File: src/rtl/ex_mem_stage.sv
// EX/MEM pipeline register for the 64-bit ARM datapath.
// Also holds the architectural NZCV flags and an executed-instruction counter.
module ex_mem_stage #(
    parameter int CNT_W = 32
) (
    input  logic             clk,
    input  logic             reset,
    input  logic             stall,
    input  logic             flush,
    input  logic             in_valid,
    input  logic [63:0]      alu_result,
    input  logic             alu_neg,
    input  logic             alu_zero,
    input  logic             alu_ovf,
    input  logic             alu_cout,
    input  logic             set_flags,
    input  logic             is_logic,
    input  logic [63:0]      store_data,
    input  logic [4:0]       rd,
    input  logic             reg_write,
    input  logic             mem_read,
    input  logic             mem_write,
    output logic             out_valid,
    output logic [63:0]      out_result,
    output logic [63:0]      out_store_data,
    output logic [4:0]       out_rd,
    output logic             out_reg_write,
    output logic             out_mem_read,
    output logic             out_mem_write,
    output logic [3:0]       flags,
    output logic [3:0]       flags_fwd,
    output logic [CNT_W-1:0] exec_count
);

    logic       cap;
    logic [3:0] flags_new;

    assign cap       = in_valid & ~stall & ~flush;
    // Logical ops (ANDS) clear C and V; arithmetic ops take them from the ALU.
    assign flags_new = {alu_neg, alu_zero, alu_cout & ~is_logic, alu_ovf & ~is_logic};
    // Forward view lets a B.cond directly behind a flag-setter resolve without a bubble.
    assign flags_fwd = (in_valid & set_flags) ? flags_new : flags;

    // Stage register: flush squashes to a zeroed bubble, stall holds.
    always_ff @(posedge clk or posedge reset) begin
        if (reset) begin
            out_valid      <= 1'b0;
            out_result     <= '0;
            out_store_data <= '0;
            out_rd         <= '0;
            out_reg_write  <= 1'b0;
            out_mem_read   <= 1'b0;
            out_mem_write  <= 1'b0;
        end else if (flush) begin
            out_valid      <= 1'b0;
            out_result     <= '0;
            out_store_data <= '0;
            out_rd         <= '0;
            out_reg_write  <= 1'b0;
            out_mem_read   <= 1'b0;
            out_mem_write  <= 1'b0;
        end else if (!stall) begin
            out_valid      <= in_valid;
            out_result     <= alu_result;
            out_store_data <= store_data;
            out_rd         <= rd;
            out_reg_write  <= in_valid & reg_write & (rd != 5'd31);
            out_mem_read   <= in_valid & mem_read;
            out_mem_write  <= in_valid & mem_write;
        end
    end

    always_ff @(posedge clk or posedge reset) begin
        if (reset) begin
            flags <= 4'b0000;
        end else if (cap && set_flags) begin
            flags <= flags_new;
        end
    end

    always_ff @(posedge clk or posedge reset) begin
        if (reset) begin
            exec_count <= '0;
        end else if (cap) begin
            exec_count <= exec_count + CNT_W'(1);
        end
    end

endmodule

File: config.mk
export PLATFORM = sky130hd
export DESIGN_NAME = ex_mem_stage
export DESIGN_NICKNAME = d
export VERILOG_FILES = /design/src/rtl/ex_mem_stage.sv
export SDC_FILE = /design/constraint.sdc
export NUM_CORES = 1
export LEC_CHECK = 0
export CAP_MARGIN = 20
export CORE_MARGIN = 5
export CORE_UTILIZATION = 38
export DETAILED_ROUTE_END_ITERATION = 7
export PLACE_DENSITY = 0.77
export SLEW_MARGIN = 20
export SYNTH_ARGS = -nofsm -noshare
export SYNTH_HDL_FRONTEND = slang
export SYNTH_SLANG_ARGS = --single-unit
File: constraint.sdc
create_clock -name clk -period 5.85 [get_ports clk]
set_input_delay 1.17 -clock clk [delete_from_list [all_inputs] [get_ports clk]]
set_output_delay 1.17 -clock clk [all_outputs]
set_load 0.01 [all_outputs]
# == Yosys cells after proc, flatten, opt, wreduce, memory -nomap -nowiden ==
# Index checks and enable logic that the tools add are counted.
# word_totals
in_bits,147
regBits,173
word_cells,40
# op_classes
muxes,15
reduce_logical,1
eq_ne,2
n_addsub,1
bitwise_logic,12
# ops
op,n
$mux W64,4
$add A32 B1 Y32 const B,1
$mux W5,2
$and A1 B1 Y1,9
$mux W1,8
$ne A5 B5 Y1 const B,1
$mux W4,1
$not A1 Y1,3
$ne A2 B1 Y1 const B,1
$logic_and A1 B1 Y1,1

# == Logic depth before layout (Yosys ltp) ==
# logic_depth
ltp_word,4
depth_mapped,6

# == Worst setup path after synthesis ==
# OpenSTA, ideal clock, no wires.
# synth_path
path_type,input-to-output
from,input set_flags
to,output flags_fwd[2]
slack_ps,3011
required_ps,4680
path_buffers,0
cell_stages,2
arrival_time_ps,1669
path_cell_list,nand2_1 > mux2_2
# synth_between
elab_chain_len,2
# synth_lines
element,line_no,text
from (decl),16,"input logic set_flags,"
$and A1 B1 Y1,42,assign flags_fwd = (in_valid & set_flags) ? flags_new : flags;
$mux W4,42,
to (decl),31,"output logic [3:0] flags_fwd,"
# Every way passes these cells.

# == Worst setup path after layout ==
# layout_path
from,input in_valid
to,output flags_fwd[3]
# layout_between
elab_chain_len,2
# layout_lines
element,line_no,text
from (decl),10,"input logic in_valid,"
$and A1 B1 Y1,42,
$mux W4,42,
# Every way passes these cells.

==> results.yml <==
setup_path:
  critPathLaunchType: "primary input"
  cp_data_required_time_ns: 4.68
  max_stage_delay_ns: 0.49
  cp_cell_sequence: "clkdlybuf4s50_1 > nand2_1 > mux2_2 > clkdlybuf4s50_1"
  critical_path.slowest_cell: "clkdlybuf4s50_1"
  cp.arrival_ns: 2.67
  end_kind: "output port"
  cpMostUsedCell: "clkdlybuf4s50_1"
  path_class: "primary input to output port"
  crit_fanout: 6
routing:
  ant_nets: 0
  drtIter0Drc: 188
  drcViolationCount: 0
  dr.pass1.iters: 6
  avgViaCountPerCell: 4.79
  wirelength_um: 20900
  vias: 5542
  wl_per_cell_um: 18.0
floorplan:
  fp.coreArea_um2: 18800
  die_y_um: 148
  dieArea_um2: 22000
  rows: 50
  io_pins: 324
  initial_utilization_pct: 38.7
  die_x_um: 148
cts:
  hold_buffers: 0
  cts_resized: 0
  numCtsBuffers: 17
  clkLatencyLatePin_ns: 0.42
  htree_num_levels: 4
  cts_tree: "done"
  cts_setup_buffers: 0
  path_clk_slew_ns: 0.07
  cts_buffer_depth: 2
  cts_root_buf: "clkbuf_16"
  cts.sinks: 173
final_layout:
  fill_cells: 1613
  layout_common_cells: "clkdlybuf4s50_1 (321), dfrtp_1 (173), nor2_1 (141)"
  drive_gt1_share_pct: 6.51
  nets: 1057
  instances_no_fill: 1156
  layout_commonest_cell: "clkdlybuf4s50_1"
  antennaDiodeCount: 0
  finalInstanceArea_um2: 11200
  syn_to_final_growth_pct: 54.8
logic_synthesis:
  postSynthAreaPerCell_um2: 12.2
  synth_area_leaders: "dfrtp_1 (60%), mux2i_1 (19%), nor2_1 (7.3%), xor2_1 (2.5%), xnor2_1 (1.2%)"
  synth_top_area_share_pct: 59.7
  syn-num-nets: 745
  synth_top_area_cell: "dfrtp_1"
  ys_ff_latch: 173
  netlist_area_um2: 7260
  synth.distinct_cells: 33
  yosysSeqAreaShare_pct: 59.7
  synth_warnings: 0
  synthCells: 597
timing:
  rsz0062_at_grt: "no"
  period_share_pct: 65.6
  max_slew_margin_pct: 32.2
  min_period_ns: 3.84
  tightest_slew_ns: 1.02
  setup-violations-final: 0
  setup-tns-final_ns: 0
  clock_skew_ns: 0.0108
  max_freq_ghz: 0.260
  setup_slack_ns: 2.01
  final_hold_viol_count: 0
  drv_slew: 0
power_and_ir_drop:
  pwr-share-clk_pct: 37.4
  pwr-share-comb_pct: 17.4
  irDropWorstVdd_mv: 0.193
  switching_share_pct: 25.7
  p_per_area_nw_per_um2: 261
  p_leak_nw: 5.22
  power_w: 0.00294
  seqPwrFrac_pct: 45.2
  p_switching_w: 0.000756
  internal-power_w: 0.00218
run_status:
  outcome: "complete, no violations"
placement:
  hpwlAfterDp_um: 15100
  numPortBuffers: 323
  post-place-ws_ns: 2.01
  dp_cells: 1124
  gp_congestion: 0.776
  dpl-instance-area_um2: 10700
grt:
  grt_pass1_wl_um: 32600
  overflow: 0
  grt_pass1_vias: 5756
  antenna_found_initial: 0
  grt_max_degree: 90
  grtUsageTotal_pct: 18.9
job:
  drv_cap: 0
min_path:
  hold_class: "flip-flop to flip-flop"
-- Yosys cell counts --
cell type / instances
ha_1: 1
mux2_2: 5
and2_0: 1
or2_2: 1
and4_1: 6
xnor2_1: 10
xor2_1: 21
clkbuf_2: 1
mux2i_1: 135
nor2b_1: 1
buf_2: 15
nand2_4: 1
nor3_1: 2
and3_1: 3
nand4_1: 5
nand3_1: 8
nand2_1: 14
buf_6: 2
inv_1: 7
nand2b_1: 2
nor4_2: 6
buf_1: 2
nor3b_4: 1
nor3_2: 7
nor2_1: 141
clkbuf_1: 14
nand4_4: 2
a32oi_1: 1
o21ai_0: 2
nor4_1: 4
dfrtp_1: 173
a21oi_1: 1
a22oi_1: 2
-- final timing paths --
| check | from | end | slack, ns | cells past startpoint |
|---|---|---|---|---|
| worst max-delay path | in_valid | flags_fwd[3] | 2.01 | 4 |
| worst min-delay path | exec_count[31] | exec_count[31] | 0.47 | 1 |
| worst max register to register | exec_count[4] | exec_count[28] | 4.03 | 4 |
| worst min register to register | exec_count[31] | exec_count[31] | 0.47 | 1 |
| max in group asynchronous | reset | out_result[30] | 3.47 | 3 |
| min in group asynchronous | reset | out_store_data[36] | 1.29 | 2 |
-- routing by layer --
metal	wire [µm]	global-route usage [%]	up-vias
met5	0	0	-
met4	381	5.82	0
met3	2030	7.56	25
met2	10000	31.3	221
met1	8400	22.6	2648
li1	-	-	2648
-- stage by stage --
step	hold WS (ns)	util [%]
global placement	0.456	56.8
global route	0.491	59.9
finish	0.469	59.9
floorplan	0.504	-
CTS	0.479	59.9
detailed placement	0.470	56.8
-- logic make-up after synthesis --
group / Yosys count / share of synthesized area (%)
and+or+nand+nor: 205 / 13.9
adders and majority gates: 1 / 0.172
AOI/OAI and AO/OA: 6 / 0.534
buffers and inverters: 41 / 2.60
xor gates and xnor gates: 31 / 3.74
DFF: 173 / 59.7
muxes: 140 / 19.4
-- flip-flops by register name, indices dropped and copies added (netlist names) --
register / count
out_result: 64
out_store_data: 64
exec_count: 32
out_rd: 5
flags: 4
out_mem_read: 1
out_mem_write: 1
out_reg_write: 1
out_valid: 1
-- power by group through the flow --
stage	registers [W]	clock network (W)	logic (W)
after floorplan	0.00138	0	0.000170
after global placement	0.00135	0	0.000513
after detailed placement	0.00135	0	0.000517
after CTS	0.00133	0.00113	0.000520
after global routing	0.00134	0.00118	0.000553
final	0.00133	0.00110	0.000511
-- layout make-up --
| type | count | area, µm² | area share [%] |
|---|---|---|---|
| tap | 234 | 293 | 2.61 |
| clock inverter | 11 | 109 | 0.969 |
| timing repair buffer | 327 | 3270 | 29.1 |
| multi-input combinational | 383 | 2740 | 24.4 |
| inverter | 7 | 30.0 | 0.267 |
| clock buffer | 21 | 460 | 4.10 |
| sequential | 173 | 4330 | 38.5 |
-- worst max-delay path: cells and delay by family --
kind	cells	cell delay [ns]
and+or+nand+nor	1	0.20
buffers and inverters	2	0.94
muxes	1	0.36
No activity file was read; power rests on OpenSTA's default activity.
